==> src/rtl/d_reg_file.sv <==
// d_reg_file: DEPTH x WIDTH edge-triggered register bank, one write port, two registered read ports.
// Define REGFILE_BYPASS_EN for write-first same-edge read-during-write; otherwise reads are read-first.
module d_reg_file #(
    parameter int WIDTH    = 8,
    parameter int DEPTH    = 8,
    parameter int ADDR_W   = $clog2(DEPTH),
    parameter bit ZERO_REG = 1'b0
) (
    input  logic              clk,
    input  logic              rst_n,
    input  logic              wr_en,
    input  logic [ADDR_W-1:0] wr_addr,
    input  logic [WIDTH-1:0]  wr_data,
    input  logic              rd_en_a,
    input  logic [ADDR_W-1:0] rd_addr_a,
    output logic [WIDTH-1:0]  rd_data_a,
    output logic              rd_valid_a,
    input  logic              rd_en_b,
    input  logic [ADDR_W-1:0] rd_addr_b,
    output logic [WIDTH-1:0]  rd_data_b,
    output logic              rd_valid_b
);

    logic [WIDTH-1:0]  mem [DEPTH];
    logic [1:0]        rd_en_p;
    logic [ADDR_W-1:0] rd_addr_p [2];
    logic [WIDTH-1:0]  rd_data_p [2];
    logic [1:0]        rd_valid_p;

    assign rd_en_p      = {rd_en_b, rd_en_a};
    assign rd_addr_p[0] = rd_addr_a;
    assign rd_addr_p[1] = rd_addr_b;
    assign rd_data_a    = rd_data_p[0];
    assign rd_data_b    = rd_data_p[1];
    assign rd_valid_a   = rd_valid_p[0];
    assign rd_valid_b   = rd_valid_p[1];

`ifdef REGFILE_BYPASS_EN
    localparam logic [ADDR_W:0] DEPTH_L = (ADDR_W + 1)'(DEPTH);
    logic wr_hit;

    // A write that actually lands in storage; only such writes may be forwarded.
    assign wr_hit = wr_en && ({1'b0, wr_addr} < DEPTH_L) && !(ZERO_REG && (wr_addr == '0));
`endif

    // Address decode per register; out-of-range addresses match no register and are dropped.
    for (genvar gi = 0; gi < DEPTH; gi++) begin : g_word
        if (ZERO_REG && (gi == 0)) begin : g_zero
            assign mem[gi] = '0;
        end else begin : g_reg
            logic [WIDTH-1:0] word_reg;

            always_ff @(posedge clk or negedge rst_n) begin
                if (!rst_n) begin
                    word_reg <= '0;
                end else if (wr_en && (wr_addr == ADDR_W'(gi))) begin
                    word_reg <= wr_data;
                end
            end

            assign mem[gi] = word_reg;
        end
    end

    for (genvar gi = 0; gi < 2; gi++) begin : g_port
        logic [WIDTH-1:0] rd_word_next;
        logic [WIDTH-1:0] data_reg;
        logic             valid_reg;

        // Out-of-range addresses fall through the mux and return zero.
        always_comb begin
            rd_word_next = '0;
            for (int i = 0; i < DEPTH; i++) begin
                if (rd_addr_p[gi] == ADDR_W'(i)) begin
                    rd_word_next = mem[i];
                end
            end
`ifdef REGFILE_BYPASS_EN
            if (wr_hit && (wr_addr == rd_addr_p[gi])) begin
                rd_word_next = wr_data;
            end
`endif
        end

        always_ff @(posedge clk or negedge rst_n) begin
            if (!rst_n) begin
                data_reg  <= '0;
                valid_reg <= 1'b0;
            end else begin
                valid_reg <= rd_en_p[gi];
                if (rd_en_p[gi]) begin
                    data_reg <= rd_word_next;
                end
            end
        end

        assign rd_data_p[gi]  = data_reg;
        assign rd_valid_p[gi] = valid_reg;
    end

endmodule
==> config.mk <==
export PLATFORM = sky130hd
export DESIGN_NAME = d_reg_file
export DESIGN_NICKNAME = d
export VERILOG_FILES = /design/src/rtl/d_reg_file.sv
export SDC_FILE = /design/constraint.sdc
export NUM_CORES = 1
export LEC_CHECK = 0
export BUFFER_PORTS_ARGS = -buffer_cell sky130_fd_sc_hd__buf_2
export CORE_MARGIN = 2
export CORE_UTILIZATION = 45
export DETAILED_ROUTE_END_ITERATION = 10
export PLACE_DENSITY = 0.68
export REMOVE_ABC_BUFFERS = 1
export SLEW_MARGIN = 20
export SYNTH_ARGS = -nofsm -noshare
export SYNTH_HDL_FRONTEND = slang
export SYNTH_SLANG_ARGS = --single-unit
==> constraint.sdc <==
create_clock -name clk -period 1.1 [get_ports clk]
set_input_delay 0.055 -clock clk [delete_from_list [all_inputs] [get_ports clk]]
set_output_delay 0.055 -clock clk [all_outputs]
set_load 0.03 [all_outputs]
==> results.yml, run 1 <==
finish:
  finalNetCount: 496
  diodes: 0
  area_growth_pct: 26.7
  drive_gt1_share_pct: 45.9
  fillers: 817
  largest_reg_flops: 64
global_route:
  first_global_vias: 3732
  grt_max_degree: 41
  grt-ovfl-total: 0
  grtUsageTotal_pct: 23.8
  antenna_found_initial: 0
  grt_pass1_wl_um: 20000
drt:
  drcViolationCount: 0
  first_iter_violations: 188
  drt_first_pass_iters: 4
  ant_nets: 0
  post_drt_wl_per_cell_um: 20.7
  vias: 3618
  wl_um: 12700
  via_per_inst: 5.91
clocking:
  htreeDepth: 3
  insertion_delay_ps: 350
  clk_pin_slew_worst_paths_ps: 100
  cts-buffers-inserted: 9
  clkSinkCount: 82
  cts.path.max_buffers: 2
  cts_tree: "built"
  root_buffer: "clkbuf_8"
synthesis:
  avgSynthCellArea_um2: 11.3
  ys_ff_latch: 82
  yosysSeqAreaShare_pct: 45.4
  synth.distinct_cells: 35
  synth_flop_cell: "dfrtp_1"
  async_flop_share_pct: 100
  syn_inst: 400
  synth-edff-count: 0
  yosysWarnings: 0
  netlist_area_um2: 4520
power:
  cellLeakagePower_nw: 2.59
  p_switching_mw: 2.99
  totalPowerFinal_mw: 9.33
  vdd_drop_max_uv: 798
  pwr-share-seq_pct: 44.6
  power_frac_comb_pct: 28.9
  swShare_pct: 32.1
  clkPwrFrac_pct: 26.5
  power_density_nw_per_um2: 1630
  intPower_mw: 6.33
floorplan:
  start_util_pct: 46.3
  row_count: 36
  coreArea_um2: 9770
  dieArea_um2: 10900
  fp.dieH_um: 104
  die_w_um: 104
  ios: 40
sta:
  drv_slew: 0
  min_period_ps: 1300
  rsz0062_at_grt: "yes"
  fmax_mhz: 770
  setup_tns_ps: -1570
  fin_skew_ps: 10.3
  setup-violations-final: 16
  holdWs_ps: 21.6
  finalHoldViolCount: 0
  period_share_pct: 118
  tightestPinTransition_ps: 833
  slew_headroom_pct: 44.2
  layout_setup_ws_ps: -198
worst_setup_path:
  arrival_ps: 1530
  cp.required_ps: 1330
  cp_top_family: "compound AO/OA/AOI/OAI gates"
  end_kind: "register"
  critical_path.slowest_cell: "dfrtp_1"
  crit_type: "reg -> reg"
  cp_cell_sequence: "or2b_1 > a21o_1 > a221oi_2 > o31ai_1"
  startpoint_type: "register"
  crit_buf_inv: 0
  cpPeakStageDelay_ps: 410
  critPathMaxFanout: 3
placement:
  place_congestion: 0.889
  dp_hpwl_um: 8120
  io_buffer_count: 39
flow_run:
  maxCapViolCount: 0
run_status:
  status: "complete, but fails checks"
  violations: "setup timing"
worst_hold_path:
  hp-class: "in -> reg"
-- placed cells by master, fill, tap and decap left out, types with 2 or more instances in the layout --
cell type      instances
dfrtp_1               82
mux2_2                64
buf_2                 38
buf_4                 37
mux2i_1               30
nor2_1                23
nand2_1               18
a31oi_1               18
o31ai_1               16
a21o_1                15
a221oi_2              15
a21oi_1               14
a2bb2oi_1             12
nand2b_4              11
buf_12                11
inv_1                 10
clkbuf_8               9
nor3b_1                5
a31oi_2                4
nand2b_1               4
nand4b_1               3
a2bb2oi_2              3
nor3b_2                3
dlygate4sd3_1          3
or2_2                  2
a21oi_2                2
nor2_2                 2
nor3b_4                2
clkinv_4               2
clkinvlp_4             2
bufinv_16              2
buf_6                  2
-- cell type report --
type / count / area [um2] / area share [%]
Multi-Input combinational cell: 278 / 2500 / 43.6
Timing Repair Buffer: 91 / 741 / 12.9
Tap cell: 133 / 166 / 2.90
Sequential cell: 82 / 2050 / 35.8
Clock buffer: 9 / 124 / 2.16
Clock inverter: 7 / 101 / 1.77
Inverter: 12 / 45.0 / 0.786
-- metrics by stage --
step / setup slack [ps] / util (%) / cells / instance area, um2
final: -198 / 58.6 / 612 / 5730
after global routing: -257 / 58.6 / 612 / 5730
after CTS: -172 / 57.2 / 611 / 5590
after detailed placement: -405 / 53.1 / 592 / 5190
after global placement: -324 / 53.1 / 592 / 5190
after floorplan: -138 / - / 372 / 4330
-- per-layer routing --
layer	GRT usage, %	routed length (um)	vias to the layer above
li1	-	-	1653
met1	31.3	5440	1824
met2	38.8	6230	113
met3	4.39	666	28
met4	9.56	310	0
met5	0	0	-
-- power groups by stage --
stage | combinational, mW | sequential [mW] | clock, mW
2_1_floorplan | 1.31 | 4.26 | 0
3_3_place_gp | 2.32 | 4.12 | 0
3_5_place_dp | 2.39 | 4.16 | 0
4_1_cts | 2.54 | 4.12 | 2.50
5_1_grt | 2.90 | 4.25 | 2.64
6_report | 2.70 | 4.16 | 2.48
-- worst reg2reg max path, delay by kind of cell, from the launching register on --
family,cells,cell delay [ps]
AND/OR/NAND/NOR,1,230
flip-flops,1,410
AO/OA/AOI/OAI,3,550
-- synthesized netlist by cell type (all sizes together), types with 2 or more instances --
library cell / number / area (um2)
nand4b: 3 / 26.3
nor3: 2 / 26.3
a21o: 15 / 113
nand2: 18 / 67.6
nand2b: 15 / 101
a2bb2oi: 15 / 131
o21ai: 2 / 10.0
nor3b: 10 / 97.6
inv: 11 / 41.3
mux2: 64 / 721
a31oi: 22 / 138
nor2: 25 / 96.4
a221oi: 15 / 131
buf: 27 / 188
dfrtp: 82 / 2050
a21oi: 16 / 80.1
mux2i: 32 / 320
or2: 2 / 12.5
o31ai: 16 / 120
-- what timing repair did --
item	in CTS	in global routing
hold buffers	3	0
hold endpoints to repair	85	0
setup endpoints to repair	16	16
pin swaps	30	13
resized for setup	25	22
buffers inserted	0	1
-- cells by family (layout without fill, tap and decap cells) --
| kind of cell | count (synthesis) | after routing | share of synthesized area, % |
|---|---|---|---|
| compound gates | 103 | 103 | 16.3 |
| mux | 96 | 96 | 23.0 |
| buf+inv | 40 | 119 | 5.23 |
| flops | 82 | 82 | 45.4 |
| simple gates | 79 | 79 | 10.1 |
-- path summary, 6_finish.rpt --
kind	start	endpoint	slack (ps)	cells past startpoint
worst max-delay path	g_word[5].g_reg.word_reg[5]	rd_data_a[5]	-200	4
worst min-delay path	wr_data[7]	g_word[2].g_reg.word_reg[7]	20	2
worst max register to register	g_word[5].g_reg.word_reg[5]	rd_data_a[5]	-200	4
worst min register to register	rd_data_b[6]	rd_data_b[6]	480	2
max in group asynchronous	rst_n	g_word[3].g_reg.word_reg[2]	440	3
min in group asynchronous	rst_n	g_word[4].g_reg.word_reg[3]	160	2
Note: power is estimated with default switching activity, not from simulation.
==> run 2, diff against run 1 <==
Settings changed: RECOVER_POWER from default to 25.
==> run 2 against run 1 <==
- the run still ends with setup timing left
- combinational power is essentially flat
- non-clock buffer count unchanged
- first-iteration DRC count increased by 0.53%
- flip-flop and latch count is the same
- die area unchanged
- cell area is 0.22% lower
- via count increased by 1.7%
- critical path depth unchanged
- critical path type unchanged
==> results.yml, run 2 (synthesized netlist as in run 1, its figures left out) <==
run_status:
  status: "complete, but fails checks"
  violations: "setup timing"
drt:
  vias: 3679
  drcViolationCount: 0
  wl_um: 12700
  post_drt_wl_per_cell_um: 20.8
  ant_nets: 0
  first_iter_violations: 189
  drt_first_pass_iters: 4
  via_per_inst: 6.01
worst_setup_path:
  startpoint_type: "register"
  startpoint: "g_word[5].g_reg.word_reg[5]"
  cp.required_ps: 1330
  arrival_ps: 1540
  crit_type: "reg -> reg"
  critPathMaxFanout: 3
  r2r-start: "g_word[5].g_reg.word_reg[5]"
  end_kind: "register"
sta:
  tightestPinTransition_ps: 830
  rsz0062_at_grt: "yes"
  setup-violations-final: 16
  drv_slew: 0
  fin_skew_ps: 12.5
  finalHoldViolCount: 0
  min_period_ps: 1310
  layout_setup_ws_ps: -207
  period_share_pct: 119
  slew_headroom_pct: 44.4
  fmax_mhz: 765
clocking:
  insertion_delay_ps: 350
  cts_tree: "built"
  root_buffer: "clkbuf_8"
  cts.path.max_buffers: 2
  clkSinkCount: 82
  clk_pin_slew_worst_paths_ps: 100
  cts-buffers-inserted: 9
  htreeDepth: 3
global_route:
  grtUsageTotal_pct: 23.8
  grt.met1_usage_pct: 31.3
  grt_max_degree: 41
  top_usage_layer: "met2"
  antenna_found_initial: 0
  grt-ovfl-total: 0
  first_global_vias: 3732
  grt_pass1_wl_um: 20000
  grt_util_met2_pct: 38.8
  grt_use_met3_pct: 4.39
flow_run:
  maxCapViolCount: 0
placement:
  dp_worst_setup_slack_ps: -405
  dp_hpwl_um: 8120
  place_congestion: 0.889
  io_buffer_count: 39
worst_hold_path:
  hp-class: "in -> reg"
  holdCritStartpoint: "wr_data[7]"
finish:
  diodes: 0
  final_common_cell: "dfrtp_1"
  finalNetCount: 496
  drive_gt1_share_pct: 45.7
  area_growth_pct: 26.4
  mostFrequentLayoutCells: "82 x dfrtp_1, 64 x mux2_2, 37 x buf_2"
  largest_reg_flops: 64
  fin_util_pct: 58.5
floorplan:
  fp.dieH_um: 104
  ios: 40
  coreArea_um2: 9770
  dieArea_um2: 10900
  start_util_pct: 46.3
  row_count: 36
  die_w_um: 104
power:
  vdd_drop_max_uv: 793
  cellLeakagePower_nw: 2.58
  power_density_nw_per_um2: 1630
run 2: critical path, cell delays in order (launching register included):
cell,delay (ps)
dfrtp_1,410
or2b_1,230
a21o_1,180
a221oi_2,270
o31ai_1,100
run 2: through the flow:
step	power, mW	instances	hold slack, ps	TNS, ps	cell area (um2)
2_1_floorplan	5.57	372	-241	-655	4330
3_3_place_gp	6.44	592	-12.8	-5040	5190
3_5_place_dp	6.55	592	-7.36	-5820	5190
4_1_cts	9.16	611	16.4	-1060	5590
5_1_grt	9.79	612	31.7	-2520	5720
6_report	9.32	612	24.2	-1590	5720
run 2: what timing repair did:
item	in CTS	in global routing
resized for setup	25	22
pin swaps	30	13
endpoints found under the setup margin	16	16
gates cloned	0	0
setup buffers	0	1
hold endpoints to repair	85	0
hold buffers	3	0
run 2: final cells by class:
class	count	area, um2
Clock buffer	9	124
Sequential cell	82	2050
Fill cell	820	4060
Timing Repair Buffer	91	728
Multi-Input combinational cell	278	2500
Clock inverter	7	101
Inverter	12	45.0
Tap cell	133	166
run 2: routing by layer:
layer	vias up	routed length [um]
li1	1655	-
met1	1848	5520
met2	145	6160
met3	31	696
met4	0	346
met5	-	0
run 2: where the power goes:
part           switching, mW  internal (mW)
combinational           1.30           1.40
sequential             0.520           3.64
clock                   1.17           1.29
total                   2.99           6.33
run 2: path summary, 6_finish.rpt:
check                      cells after the start                           to  slack, ps
max                                            4                 rd_data_a[5]       -210
min                                            2  g_word[2].g_reg.word_reg[7]         20
max in group asynchronous                      3                 rd_data_a[5]        120
max reg2reg                                    4                 rd_data_a[5]       -210
min in group asynchronous                      2  g_word[5].g_reg.word_reg[0]        280
min reg2reg                                    2                 rd_data_b[6]        480
==> run 3, diff against run 2 <==
Settings changed: HOLD_SLACK_MARGIN from default to 0.08.
==> run 3 against run 2 <==
- the flow still finishes with violations (setup timing)
- register-to-register slack about the same
- via count up 1.1%
- wire length down 0.24%
- cell area up 1.4%
- critical path type unchanged
- largest power group unchanged
==> results.yml, run 3 (synthesized netlist as in run 1, its figures left out) <==
run_status:
  status: "complete, but fails checks"
  violations: "setup timing"
floorplan:
  fp.dieH_um: 104
  ios: 40
  row_count: 36
  coreArea_um2: 9770
  die_w_um: 104
  dieArea_um2: 10900
  start_util_pct: 46.3
sta:
  tightestPinTransition_ps: 839
  setup-violations-final: 16
  rsz0062_at_grt: "yes"
  fin_skew_ps: 9.48
  min_period_ps: 1300
  layout_setup_ws_ps: -203
  fmax_mhz: 767
  drv_slew: 0
  finalHoldViolCount: 0
  holdWs_ps: 274
  setup_tns_ps: -1570
  period_share_pct: 118
  slew_headroom_pct: 43.8
placement:
  dp_cells: 592
  dp_hpwl_um: 8120
  place_congestion: 0.889
  io_buffer_count: 39
clocking:
  cts-buffers-inserted: 9
  cts_tree: "built"
  clkSinkCount: 82
  cts.path.max_buffers: 2
  root_buffer: "clkbuf_8"
  clk_pin_slew_worst_paths_ps: 90
  htreeDepth: 3
  insertion_delay_ps: 350
global_route:
  first_global_vias: 3753
  grtUsageTotal_pct: 23.8
  grt_max_degree: 41
  grt-ovfl-total: 0
  grt_pass1_wl_um: 20000
  antenna_found_initial: 0
drt:
  vias: 3720
  post_drt_wl_per_cell_um: 20.5
  drcViolationCount: 0
  ant_nets: 0
  via_per_inst: 6.00
  first_iter_violations: 188
  wl_um: 12700
  drt_first_pass_iters: 5
power:
  cellLeakagePower_nw: 2.61
  power_density_nw_per_um2: 1610
  vdd_drop_max_uv: 798
  totalPowerFinal_mw: 9.34
worst_setup_path:
  cpPeakStageDelay_ps: 410
  crit_buf_inv: 0
  worst-path-stages: 4
  cp_top_family: "compound AO/OA/AOI/OAI gates"
  end_kind: "register"
  cp.required_ps: 1330
  r2r-end: "rd_data_a[5]"
  critical_path.slowest_cell: "dfrtp_1"
  rr_worst_depth: 4
  r2r-start: "g_word[5].g_reg.word_reg[5]"
  crit_type: "reg -> reg"
  arrival_ps: 1530
  critPathMaxFanout: 3
  reg2reg_slack_ps: -200
  cp_cell_sequence: "or2b_1 > a21o_1 > a221oi_2 > o31ai_1"
  startpoint_type: "register"
finish:
  fin_cells: 620
  fin_util_pct: 59.3
  largest_reg_flops: 64
  fillers: 816
  mostFrequentLayoutCells: "82 x dfrtp_1, 64 x mux2_2, 37 x buf_2"
  diodes: 0
  drive_gt1_share_pct: 45.0
  finalNetCount: 504
  final_common_cell: "dfrtp_1"
  area_growth_pct: 28.2
worst_hold_path:
  hp-class: "in -> async"
flow_run:
  maxCapViolCount: 0
-- run 3: metrics by stage --
stage / setup WS [ps] / instance area [um2]
after floorplan: -138 / 4330
after global placement: -324 / 5190
after detailed placement: -405 / 5190
after CTS: -172 / 5670
after global routing: -257 / 5800
final: -203 / 5800
-- run 3: power breakdown --
| part | switching (mW) | total (mW) | internal, mW |
|---|---|---|---|
| clock | 1.18 | 2.47 | 1.29 |
| sequential | 0.516 | 4.16 | 3.64 |
| combinational | 1.30 | 2.71 | 1.41 |
-- run 3: final cells by class --
cell class / count / area [um2] / share of cell area [%]
multi-input cells: 278 / 2500 / 43.1
flip-flops and latches: 82 / 2050 / 35.4
repair buffers: 99 / 808 / 13.9
well taps: 133 / 166 / 2.87
clock buffers: 9 / 124 / 2.14
clock inverters: 7 / 101 / 1.75
inverters: 12 / 45.0 / 0.777
-- run 3: timing repair --
action | in CTS | in global routing
endpoints found under the hold margin | 149 | 0
cloned | 0 | 0
gates resized for setup | 25 | 22
pin swaps | 30 | 14
hold buffers | 11 | 0
buffers inserted | 0 | 1
setup endpoints to repair | 16 | 16
-- run 3: worst max-delay path by stage --
stage | from | to
final | g_word[5].g_reg.word_reg[5] | rd_data_a[5]
after global routing | g_word[5].g_reg.word_reg[5] | rd_data_a[5]
after CTS | g_word[5].g_reg.word_reg[5] | rd_data_a[5]
after global placement | rd_addr_b[1] | rd_data_b[0]
after detailed placement | rd_addr_b[1] | rd_data_b[1]
after floorplan | g_word[5].g_reg.word_reg[5] | rd_data_a[5]
-- run 3: per-layer routing --
| layer | GRT usage (%) | wire length [um] | vias to the layer above |
|---|---|---|---|
| li1 | - | - | 1670 |
| met4 | 9.85 | 423 | 0 |
| met5 | 0 | 0 | - |
| met1 | 31.2 | 5490 | 1869 |
| met2 | 39.3 | 6110 | 149 |
| met3 | 3.82 | 659 | 32 |
